<file path="config.mk">
export PLATFORM = sky130hd
export DESIGN_NAME = nibble_sequencer
export DESIGN_NICKNAME = d
export VERILOG_FILES = /design/src/rtl/nibble_sequencer.sv
export SDC_FILE = /design/constraint.sdc
export NUM_CORES = 1
export LEC_CHECK = 0
export CORE_ASPECT_RATIO = 1.5
export CORE_MARGIN = 4
export CORE_UTILIZATION = 45
export DETAILED_ROUTE_END_ITERATION = 8
export PLACE_DENSITY = 0.89
export SYNTH_ARGS = -nofsm -noshare
export SYNTH_HDL_FRONTEND = slang
export SYNTH_SLANG_ARGS = --single-unit
</file>
<file path="constraint.sdc">
create_clock -name clk -period 8.9 [get_ports clk]
set_input_delay 1.78 -clock clk [delete_from_list [all_inputs] [get_ports clk]]
set_output_delay 1.78 -clock clk [all_outputs]
set_load 0.1 [all_outputs]
</file>
<file path="src/rtl/nibble_sequencer.sv">
// Fetch/issue controller for nibble-packed 64-bit instruction words: fetches over
// req/ack, issues one opcode per handshake, tracks tail nibbles. Option: NIBBLE_SEQUENCER_PREFETCH_EN.
module nibble_sequencer #(
  parameter int                ADDR_W     = 16,
  parameter logic [ADDR_W-1:0] RESET_ADDR = '0
) (
  input  logic              clk,
  input  logic              reset,
  output logic              fetch_req,
  output logic [ADDR_W-1:0] fetch_addr,
  input  logic              fetch_ack,
  input  logic [63:0]       fetch_data,
  output logic              op_valid,
  input  logic              op_ready,
  output logic [3:0]        op,
  input  logic [2:0]        op_len,
  output logic [4:0]        op_tail_off,
  output logic [63:0]       ir,
  input  logic              flush,
  input  logic [ADDR_W-1:0] flush_addr,
  output logic              tail_err
);

  typedef enum logic [1:0] {
    S_FETCH   = 2'd0,
    S_ISSUE   = 2'd1,
    S_DISCARD = 2'd2
  } state_t;

  state_t            state_q, state_d;
  logic [3:0]        p_q, p_d;
  logic [4:0]        t_q, t_d;
  logic [ADDR_W-1:0] pend_q, pend_d;
  logic [ADDR_W-1:0] addr_d;
  logic [63:0]       ir_d;
  logic              req_d;
  logic              err_d;
  logic              ack_done;
  logic              hs;
  logic [5:0]        s;

`ifdef NIBBLE_SEQUENCER_PREFETCH_EN
  logic [63:0] buf_q, buf_d;
  logic        buf_valid_q, buf_valid_d;
`endif

  assign ack_done    = fetch_req && fetch_ack;
  assign op_valid    = (state_q == S_ISSUE) && !flush;
  assign hs          = op_valid && op_ready;
  // Slot p occupies ir[63-4p -: 4]; 63-4p == {~p, 2'b11}.
  assign op          = ir[{~p_q, 2'b11} -: 4];
  assign op_tail_off = t_q;
  assign s           = {2'b00, p_q} + 6'd1 + {1'b0, t_q} + {3'b000, op_len};

  // NOTE: every variable gets a default before any branch so no latch is inferred.
  always_comb begin
    state_d = state_q;
    p_d     = p_q;
    t_d     = t_q;
    pend_d  = pend_q;
    addr_d  = fetch_addr;
    ir_d    = ir;
    err_d   = 1'b0;
`ifdef NIBBLE_SEQUENCER_PREFETCH_EN
    buf_d       = buf_q;
    buf_valid_d = buf_valid_q;
`endif

    if (flush) begin
`ifdef NIBBLE_SEQUENCER_PREFETCH_EN
      buf_valid_d = 1'b0;
`endif
      if (fetch_req && !fetch_ack) begin
        // An outstanding request cannot be withdrawn; remember the target.
        state_d = S_DISCARD;
        pend_d  = flush_addr;
      end else begin
        state_d = S_FETCH;
        addr_d  = flush_addr;
      end
    end else begin
      case (state_q)
        S_FETCH: begin
          if (ack_done) begin
            ir_d    = fetch_data;
            p_d     = '0;
            t_d     = '0;
            addr_d  = fetch_addr + ADDR_W'(1);
            state_d = S_ISSUE;
          end
        end
        S_ISSUE: begin
`ifdef NIBBLE_SEQUENCER_PREFETCH_EN
          if (ack_done) begin
            buf_d       = fetch_data;
            buf_valid_d = 1'b1;
            addr_d      = fetch_addr + ADDR_W'(1);
          end
`endif
          if (hs) begin
            if (s < 6'd16) begin
              p_d = p_q + 4'd1;
              t_d = t_q + {2'b00, op_len};
            end else begin
              err_d   = (s > 6'd16);
              state_d = S_FETCH;
`ifdef NIBBLE_SEQUENCER_PREFETCH_EN
              // Swap in the next word on the same edge to avoid a bubble.
              if (buf_valid_q || ack_done) begin
                ir_d        = buf_valid_q ? buf_q : fetch_data;
                p_d         = '0;
                t_d         = '0;
                buf_valid_d = 1'b0;
                state_d     = S_ISSUE;
              end
`endif
            end
          end
        end
        S_DISCARD: begin
          if (ack_done) begin
            addr_d  = pend_q;
            state_d = S_FETCH;
          end
        end
        default: state_d = S_FETCH;
      endcase
    end

    // A completed handshake always leaves one cycle with fetch_req low.
`ifdef NIBBLE_SEQUENCER_PREFETCH_EN
    req_d = !ack_done && ((state_d == S_FETCH) || (state_d == S_DISCARD) ||
                          ((state_d == S_ISSUE) && !buf_valid_d));
`else
    req_d = !ack_done && ((state_d == S_FETCH) || (state_d == S_DISCARD));
`endif
  end

  // NOTE: sequential state uses non-blocking assignments so all registers update together.
  always_ff @(posedge clk or posedge reset) begin
    if (reset) begin
      state_q    <= S_FETCH;
      fetch_req  <= 1'b0;
      fetch_addr <= RESET_ADDR;
      ir         <= '0;
      p_q        <= '0;
      t_q        <= '0;
      pend_q     <= RESET_ADDR;
      tail_err   <= 1'b0;
    end else begin
      state_q    <= state_d;
      fetch_req  <= req_d;
      fetch_addr <= addr_d;
      ir         <= ir_d;
      p_q        <= p_d;
      t_q        <= t_d;
      pend_q     <= pend_d;
      tail_err   <= err_d;
    end
  end

`ifdef NIBBLE_SEQUENCER_PREFETCH_EN
  always_ff @(posedge clk or posedge reset) begin
    if (reset) begin
      buf_q       <= '0;
      buf_valid_q <= 1'b0;
    end else begin
      buf_q       <= buf_d;
      buf_valid_q <= buf_valid_d;
    end
  end
`endif

endmodule

</file>
==> impl_metrics.py, run 1 <==
metrics = {
    "final_layout": {
        "num-fill-cells": 976,
        "post-route-util_pct": 62.98,
        "finalInstanceArea_mm2": 0.007841,
        "syn_to_final_growth_pct": 37.92,
        "fin_nets": 850,
        "diodes": 0,
        "drive_above_1_share_pct": 8.921,
    },
    "detailed_routing": {
        "antenna_left": 0,
        "via_per_inst": 5.411,
        "via_count": 4908,
        "wl_per_cell_um": 17.88,
        "drc": 0,
        "wirelength_um": 16220,
        "dr.pass1.iters": 4,
        "drt_iter0_drc": 269,
    },
    "logic_synthesis": {
        "synth_cell_type_count": 55,
        "yosysMostFrequentCell": "nand2_1",
        "syn_area_mm2": 0.005685,
        "yosysTopAreaCellShare_pct": 47.98,
        "ys_top_cells_by_count": "211 x nand2_1, 109 x dfrtp_1, 29 x o21ai_0, 20 x mux4_2",
        "synthesis.nets": 687,
        "synth_seq_cells": 109,
        "avgSynthCellArea_um2": 9.752,
        "synth_edf_count": 0,
        "synthFlopType": "dfrtp_1",
        "async_reset_ff_share_pct": 100.0,
        "netlist.top_cell.by_area": "dfrtp_1",
        "yosysSeqAreaShare_pct": 47.98,
        "synth_area_leaders": "dfrtp_1 48%, nand2_1 14%, mux4_2 7.9%, mux2_2 3.2%, ha_1 2.6%",
        "yosysWarnings": 0,
        "synthesis.instances": 583,
    },
    "power_and_ir_drop": {
        "intPower_mw": 1.318,
        "leakage_nw": 3.527,
        "power_frac_comb_pct": 59.1,
        "p_seq_share_pct": 26.7,
        "switchingPower_mw": 1.627,
        "p_total_mw": 2.945,
        "switching_share_pct": 55.24,
        "vdd_drop_max_uv": 285.8,
        "power_density_mw_per_mm2": 375.6,
        "clockPowerShare_pct": 14.2,
    },
    "worst_hold_path": {
        "hp-start": "ir[17]",
        "hold_class": "register to register",
        "whs_path_depth": 2,
        "hold_end": "ir[17]",
    },
    "critical_path": {
        "end_kind": "output port",
        "crit_required_ps": 7120,
        "path_buf_inv": 3,
        "critical-path-max-stage-delay_ps": 1170,
        "path_cells": "clkdlybuf4s50_1, buf_4, nor2_1, clkdlybuf4s50_1",
        "timing.reg2reg.setup_slack_ps": 5700,
        "critPathKind": "input port to output port",
        "critPathLaunchType": "input port",
        "critPathMaxFanout": 35,
        "slowest_stage": "clkdlybuf4s50_1",
        "r2r_end": "op_tail_off[3]",
        "r2r-start": "p_q[1]",
        "cp_top_family": "buffers and inverters",
        "crit_arrival_ps": 3840,
        "cpMostUsedCell": "clkdlybuf4s50_1",
        "rr_worst_depth": 7,
    },
    "floorplanning": {
        "die_width_um": 99.78,
        "io_pins": 180,
        "die_area_mm2": 0.01453,
        "fp.coreArea_mm2": 0.01245,
        "num_rows": 50,
        "die-height_um": 145.7,
        "start_util_pct": 45.67,
    },
    "global_routing": {
        "grt_pass1_wl_um": 26110,
        "antenna_found_initial": 0,
        "groute.usage.overall_pct": 22.52,
        "grt_pass1_vias": 5097,
        "globalRouteOverflowTotal": 0,
        "grt_start_max_net_pins": 65,
    },
    "cts": {
        "ctsHoldBuffers": 0,
        "clk_pin_slew_ps": 70,
        "htree_levels": 3,
        "cts_made_buffers": 9,
        "clock_latency_ps": 350,
        "cts_resized": 0,
        "cts_root_buf": "clkbuf_16",
        "cts_buffer_depth": 2,
        "cts_tree": "built",
        "post_cts.repair.setup_buffers": 0,
        "clock-sinks": 109,
    },
    "sta": {
        "worst_slack_ps": 3285,
        "max_slew_margin_pct": 24.15,
        "min_period_ps": 5615,
        "fmax_ghz": 0.1781,
        "finalCritPeriodShare_pct": 63.09,
        "finalMaxSlewViolations": 0,
        "hold_viol_final": 0,
        "finalSetupViolations": 0,
        "fin_worst_skew_ps": 9.340,
        "worst_slew_pin_slew_ps": 1135,
        "finalSetupTns_ps": 0,
        "rsz0062_at_grt": "no",
    },
    "job": {
        "maxCapViolations": 0,
    },
    "place": {
        "gp_congestion": 0.8406,
        "hpwl_um": 11900,
        "io_buffers": 179,
        "dp_worst_setup_slack_ps": 3304,
        "place_area_mm2": 0.007532,
    },
    "status": {
        "status": "finished, final reports clean",
    },
}
-- cell usage in the layout (no fill, tap or decap), types with 9 or more instances in the layout --
cell type / n
a21oi_1: 18
nand3_1: 9
mux2_2: 16
and3_1: 11
dfrtp_1: 109
clkbuf_16: 9
o21ai_0: 29
ha_1: 12
mux4_2: 20
clkdlybuf4s50_1: 179
nand2_1: 211
nor2_1: 17
-- how the worst max path moves through the flow --
stage	startpoint	to	slack, ps	cells after the start
3_3_place_gp	flush	op_valid	3310	4
3_5_place_dp	flush	op_valid	3300	4
2_1_floorplan	flush	op_valid	3710	3
4_1_cts	flush	op_valid	3290	4
5_1_grt	flush	op_valid	3260	4
6_report	flush	op_valid	3280	4
-- through the flow --
stage	hold WS [ps]	std cells
6_report	506.4	907
5_1_grt	527.6	907
4_1_cts	503.8	907
3_5_place_dp	484.7	891
3_3_place_gp	477.9	891
2_1_floorplan	470.5	583
-- cells by family (layout without fill, tap and decap cells) --
kind of cell	after synthesis	count (layout)	share of synthesized area (%)
muxes	39	39	11.62
adders and majority gates	16	16	4.049
AOI/OAI and AO/OA	89	89	10.21
DFF	109	109	47.98
buffers and inverters	41	209	3.961
xor gates and xnor gates	10	10	1.540
and+or+nand+nor	279	279	20.64
-- area by class of cell --
class	count	area (um^2)	area share (%)
multi-input combinational	433	2740	34.94
sequential	109	2728	34.79
timing repair buffer	185	1837	23.42
clock buffer	9	225.2	2.872
tap	156	195.2	2.489
clock inverter	7	83.83	1.069
inverter	8	32.53	0.4149
-- worst register-to-register path, stage by stage (launching register included) --
cell,delay (ps)
dfrtp_1,960
fa_1,600
ha_1,340
a21o_1,180
or3_4,400
a21boi_4,260
or2_2,210
a31oi_1,100
-- layer usage --
metal | track usage [%] | part of all wire (%) | routed length (um)
met5 | 0 | 0 | 0
met4 | 7.314 | 1.8 | 294
met3 | 5.036 | 7.0 | 1129
met2 | 40.07 | 54 | 8773
met1 | 26.49 | 37 | 6022
-- power groups by stage --
stage	registers (mW)	logic (mW)	clock network [mW]
2_1_floorplan	1.64	0.446	0
3_3_place_gp	0.788	1.73	0
3_5_place_dp	0.796	1.75	0
4_1_cts	0.789	1.75	0.424
5_1_grt	0.811	1.81	0.444
6_report	0.788	1.74	0.418
-- sequential cells by signal (all words and copies together), names as in the netlist --
name         cells
fetch_addr      16
fetch_req        1
ir              64
op_tail_off      5
p_q              4
pend_q          16
state_q          2
tail_err         1
No activity file was read; power rests on OpenSTA's default activity.
==> run 2, diff against run 1 <==
--- a/config.mk
+++ b/config.mk
@@ -7,9 +7,9 @@
 export LEC_CHECK = 0
 export CORE_ASPECT_RATIO = 1.5
 export CORE_MARGIN = 4
-export CORE_UTILIZATION = 45
+export CORE_UTILIZATION = 42
 export DETAILED_ROUTE_END_ITERATION = 8
-export PLACE_DENSITY = 0.89
+export PLACE_DENSITY = 0.87
 export SYNTH_ARGS = -nofsm -noshare
 export SYNTH_HDL_FRONTEND = slang
 export SYNTH_SLANG_ARGS = --single-unit
==> constraint.sdc (replaced) <==
create_clock -name clk -period 4.6 [get_ports clk]
set_input_delay 0.92 -clock clk [delete_from_list [all_inputs] [get_ports clk]]
set_output_delay 0.92 -clock clk [all_outputs]
set_load 0.1 [all_outputs]
==> impl_metrics.py, run 2 (same netlist as run 1, synthesis figures left out) <==
metrics = {
    "status": {
        "status": "finished, final reports clean",
    },
    "final_layout": {
        "syn_to_final_growth_pct": 38.03,
        "fin_nets": 852,
        "final_cell_mix": "211 x nand2_1, 174 x clkdlybuf4s50_1, 109 x dfrtp_1, 29 x o21ai_0, 20 x mux4_2",
        "regMostFlops": "ir",
        "drive_above_1_share_pct": 9.707,
        "reg.largest.list": "ir (64), fetch_addr (16), pend_q (16)",
        "largest_reg_flops": 64,
        "mostFrequentLayoutCell": "nand2_1",
        "fin_cells": 911,
        "diodes": 0,
    },
    "critical_path": {
        "crit_required_ps": 3680,
        "critPathKind": "register to output port",
        "crit_arrival_ps": 2510,
        "critPathMaxFanout": 12,
        "critPathLaunchType": "register",
        "end_kind": "output port",
    },
    "detailed_routing": {
        "via_per_inst": 5.403,
        "drc": 0,
        "wl_per_cell_um": 18.45,
        "antenna_left": 0,
        "via_count": 4922,
        "wirelength_um": 16810,
        "drt_iter0_drc": 235,
        "dr.pass1.iters": 4,
    },
    "power_and_ir_drop": {
        "intPower_mw": 2.542,
        "switchingPower_mw": 3.154,
        "switching_share_pct": 55.37,
        "vdd_drop_max_uv": 521.0,
        "clockPowerShare_pct": 13.8,
        "p_seq_share_pct": 26.5,
        "power_density_mw_per_mm2": 725.9,
        "power_frac_comb_pct": 59.7,
        "leakage_nw": 3.551,
    },
    "global_routing": {
        "grt_pass1_wl_um": 26360,
        "globalRouteOverflowTotal": 0,
        "grt_pass1_vias": 5169,
        "groute.usage.overall_pct": 22.18,
        "antenna_found_initial": 0,
        "grt_start_max_net_pins": 57,
    },
    "cts": {
        "cts_root_buf": "clkbuf_16",
        "cts_made_buffers": 9,
        "cts_resized": 0,
        "clock_latency_ps": 340,
        "cts_tree": "built",
        "clock-sinks": 109,
        "post_cts.repair.setup_buffers": 0,
        "htree_levels": 3,
        "clk_pin_slew_ps": 70,
        "ctsHoldBuffers": 0,
        "cts_buffer_depth": 2,
    },
    "sta": {
        "hold_viol_final": 0,
        "finalSetupViolations": 0,
        "min_period_ps": 3429,
        "finalMaxSlewViolations": 0,
        "max_slew_margin_pct": 27.76,
        "fin_worst_skew_ps": 14.13,
        "rsz0062_at_grt": "no",
        "finalSetupTns_ps": 0,
        "fmax_ghz": 0.2917,
        "worst_slew_pin_slew_ps": 1081,
        "finalCritPeriodShare_pct": 74.54,
    },
    "floorplanning": {
        "start_util_pct": 43.25,
        "num_rows": 51,
        "die-height_um": 150.5,
        "die_width_um": 103.0,
        "fp.coreArea_mm2": 0.01315,
        "die_area_mm2": 0.01550,
        "io_pins": 180,
    },
    "place": {
        "hpwl_um": 12520,
        "dp.cells": 896,
        "io_buffers": 179,
        "gp_congestion": 0.8520,
    },
    "job": {
        "maxCapViolations": 0,
    },
    "worst_hold_path": {
        "hold_class": "register to register",
    },
}
[run 2: cell types whose count changed in the layout (fill, tap and decap cells not counted)]
cell	delta
inv_8	-1
buf_4	+6
clkinv_2	+1
clkinvlp_4	-2
clkdlybuf4s50_1	-5
inv_6	+1
buf_12	+1
[run 2: routing by layer]
metal / track usage [%] / vias to the layer above / routed length [um]
met5: 0 / - / 0
met4: 8.879 / 0 / 492
met3: 5.378 / 27 / 1133
met2: 39.97 / 161 / 9128
met1: 24.52 / 2398 / 6051
li1: - / 2336 / -
[run 2: power groups by stage]
stage	sequential, mW	combinational [mW]	clock, mW
finish	1.51	3.40	0.783
global route	1.55	3.54	0.831
CTS	1.51	3.43	0.801
detailed placement	1.52	3.42	0
global placement	1.51	3.38	0
floorplan	3.18	0.863	0
[run 2: cell type report]
| type | instances | area, um^2 |
|---|---|---|
| multi-input combinational | 433 | 2740 |
| sequential | 109 | 2728 |
| timing repair buffer | 187 | 1852 |
| tap | 159 | 198.9 |
| clock buffer | 9 | 225.2 |
| fill | 1092 | 5298 |
| clock inverter | 6 | 71.32 |
| inverter | 8 | 32.53 |
[run 2: worst paths after layout]
kind	from	to	slack, ps	cells past startpoint
min	ir[18]	ir[18]	500	2
max	p_q[1]	op[1]	1170	4
min reg2reg	ir[18]	ir[18]	500	2
max in group asynchronous	reset	pend_q[7]	2800	3
min in group asynchronous	reset	ir[23]	1040	2
max reg2reg	p_q[1]	op_tail_off[4]	1580	7
[run 2: per-stage QoR]
stage / util (%) / cell area, um^2 / hold slack, ps / setup slack [ps] / power, mW
floorplan: - / 5685 / 470.5 / 806.1 / 4.045
CTS: 59.70 / 7848 / 507.7 / 1157 / 5.736
global route: 59.70 / 7848 / 515.2 / 1099 / 5.927
global placement: 57.44 / 7551 / 475.8 / 1046 / 4.893
detailed placement: 57.44 / 7551 / 483.6 / 952.3 / 4.942
finish: 59.70 / 7848 / 501.0 / 1171 / 5.696
[run 2: worst max-delay path, stage by stage (launching register included)]
cell and delay [ps]:
dfrtp_1 790, buf_4 320, mux4_2 340, mux4_2 460
buf_4 250
==> run 3, diff against run 2 <==
==> constraint.sdc (replaced) <==
create_clock -name clk -period 2.8 [get_ports clk]
set_input_delay 0.56 -clock clk [delete_from_list [all_inputs] [get_ports clk]]
set_output_delay 0.56 -clock clk [all_outputs]
set_load 0.1 [all_outputs]
==> impl_metrics.py, run 3 (same netlist as run 1, synthesis figures left out) <==
metrics = {
    "status": {
        "status": "finished, final reports clean",
    },
    "final_layout": {
        "regMostFlops": "ir",
        "fin_nets": 871,
        "drive_above_1_share_pct": 24.09,
        "largest_reg_flops": 64,
        "final_cell_mix": "211 x nand2_1, 111 x buf_4, 105 x dfrtp_1, 86 x clkdlybuf4s50_1, 28 x o21ai_0",
        "diodes": 0,
        "reg.largest.list": "ir (64), fetch_addr (16), pend_q (16)",
        "post-route-util_pct": 59.84,
        "syn_to_final_growth_pct": 38.36,
        "mostFrequentLayoutCell": "nand2_1",
    },
    "critical_path": {
        "r2r-start": "p_q[0]",
        "critical-path-max-stage-delay_ps": 540,
        "rr_worst_depth": 11,
        "timing.reg2reg.setup_slack_ps": 250,
        "critPathLaunchType": "register",
        "critPathLaunch": "p_q[0]",
        "path_cells": "buf_12, mux4_2, mux4_2, buf_12",
        "slowest_stage": "mux4_2",
        "cp-endpoint": "op[0]",
        "critPathKind": "register to output port",
        "crit_required_ps": 2240,
        "r2r_end": "op_tail_off[2]",
        "critPathMaxFanout": 9,
        "crit_arrival_ps": 2200,
        "end_kind": "output port",
    },
    "cts": {
        "cts_root_buf": "clkbuf_16",
        "cts_buffer_depth": 2,
        "clock_latency_ps": 340,
        "clock-sinks": 109,
        "htree_levels": 3,
        "cts_tree": "built",
        "clk_pin_slew_ps": 80,
        "cts_made_buffers": 9,
    },
    "sta": {
        "fmax_ghz": 0.3629,
        "finalSetupTns_ps": 0,
        "finalMaxSlewViolations": 0,
        "hold_viol_final": 0,
        "finalCritPeriodShare_pct": 98.41,
        "rsz0062_at_grt": "yes",
        "finalSetupViolations": 0,
        "max_slew_margin_pct": 48.24,
        "min_period_ps": 2755,
        "worst_slew_pin_slew_ps": 776.4,
        "fin_worst_skew_ps": 13.58,
    },
    "floorplanning": {
        "start_util_pct": 43.25,
        "num_rows": 51,
        "die-height_um": 150.5,
        "io_pins": 180,
        "die_area_mm2": 0.01550,
        "die_width_um": 103.0,
        "fp.coreArea_mm2": 0.01315,
    },
    "worst_hold_path": {
        "hold_class": "register to register",
    },
    "detailed_routing": {
        "antenna_left": 0,
        "wl_per_cell_um": 17.69,
        "drc": 0,
        "dr.pass1.iters": 4,
        "wirelength_um": 16470,
        "via_count": 5011,
        "via_per_inst": 5.382,
        "drt_iter0_drc": 174,
    },
    "job": {
        "maxCapViolations": 0,
    },
    "place": {
        "hpwl_um": 12120,
        "io_buffers": 179,
        "gp_congestion": 0.8508,
    },
    "power_and_ir_drop": {
        "leakage_nw": 3.777,
        "power_density_mw_per_mm2": 1190,
        "vdd_drop_max_uv": 891.6,
    },
    "global_routing": {
        "grt_pass1_wl_um": 25740,
        "grt_start_max_net_pins": 110,
        "antenna_found_initial": 0,
        "grt_pass1_vias": 4989,
        "globalRouteOverflowTotal": 0,
        "groute.usage.overall_pct": 21.42,
    },
}
==> run 3: cell count changes in the layout (fill, tap and decap cells not counted), moves of 2 or more <==
cell,before,now
clkdlybuf4s50_1,174,86
fa_2,0,2
buf_4,12,111
dfrtp_1,109,105
dfrtp_2,0,4
fa_1,4,2
buf_12,1,8
==> run 3: worst min-delay path by stage <==
stage	slack [ps]	cells past startpoint	from	end
after floorplan	470	1	pend_q[11]	pend_q[11]
after global placement	480	1	pend_q[7]	pend_q[7]
after detailed placement	480	2	ir[39]	ir[39]
after CTS	500	2	ir[39]	ir[39]
after global routing	510	1	pend_q[15]	pend_q[15]
final	500	2	ir[19]	ir[19]
==> run 3: layout make-up <==
type                    count  area, um^2
flip-flops and latches    109        2733
well taps                 159       198.9
clock inverters             5       42.54
clock buffers              11       242.7
inverters                   8       33.78
repair buffers            206        1867
fillers                  1095        5279
multi-input cells         433        2749
==> run 3: stage by stage <==
| stage | power [mW] | hold WS, ps | std cells | cell area, um^2 | setup WS (ps) |
|---|---|---|---|---|---|
| 2_1_floorplan | 6.646 | 470.5 | 583 | 5693 | 15.65 |
| 4_1_cts | 9.468 | 504.1 | 931 | 7875 | 4.012 |
| 5_1_grt | 9.752 | 513.6 | 931 | 7866 | -15.67 |
| 3_5_place_dp | 8.143 | 484.8 | 913 | 7541 | -366.6 |
| 3_3_place_gp | 8.076 | 478.2 | 913 | 7541 | -303.6 |
| 6_report | 9.359 | 499.9 | 931 | 7866 | 44.63 |
==> run 3: metal layers <==
metal	global-route usage [%]	up-vias	share of wire, %	wire [um]
met5	0	-	0	0
met4	6.092	0	2.1	342
li1	-	2377	-	-
met2	38.75	174	54	8818
met1	25.20	2434	38	6299
met3	4.404	26	6.1	1007
==> run 3: where the power goes <==
| part | total (mW) | switching, mW | leakage, nW | internal [mW] |
|---|---|---|---|---|
| registers | 2.49 | 0.459 | 1.35 | 2.03 |
| clock network | 1.24 | 0.598 | 0.137 | 0.639 |
| logic | 5.63 | 4.16 | 2.29 | 1.48 |
==> run 3: repair_timing <==
item / CTS / global route
pin swaps: 0 / 2
resized for setup: 2 / 5
hold buffers: 0 / 0
setup endpoints to repair: 2 / 15
setup buffers: 1 / 1
cloned: 1 / 0
==> run 3: critical path: cells and delay by family (launching register included) <==
kind	cells	cell delay, ps
buffers and inverters	2	360
flip-flops	1	430
multiplexers	2	1060
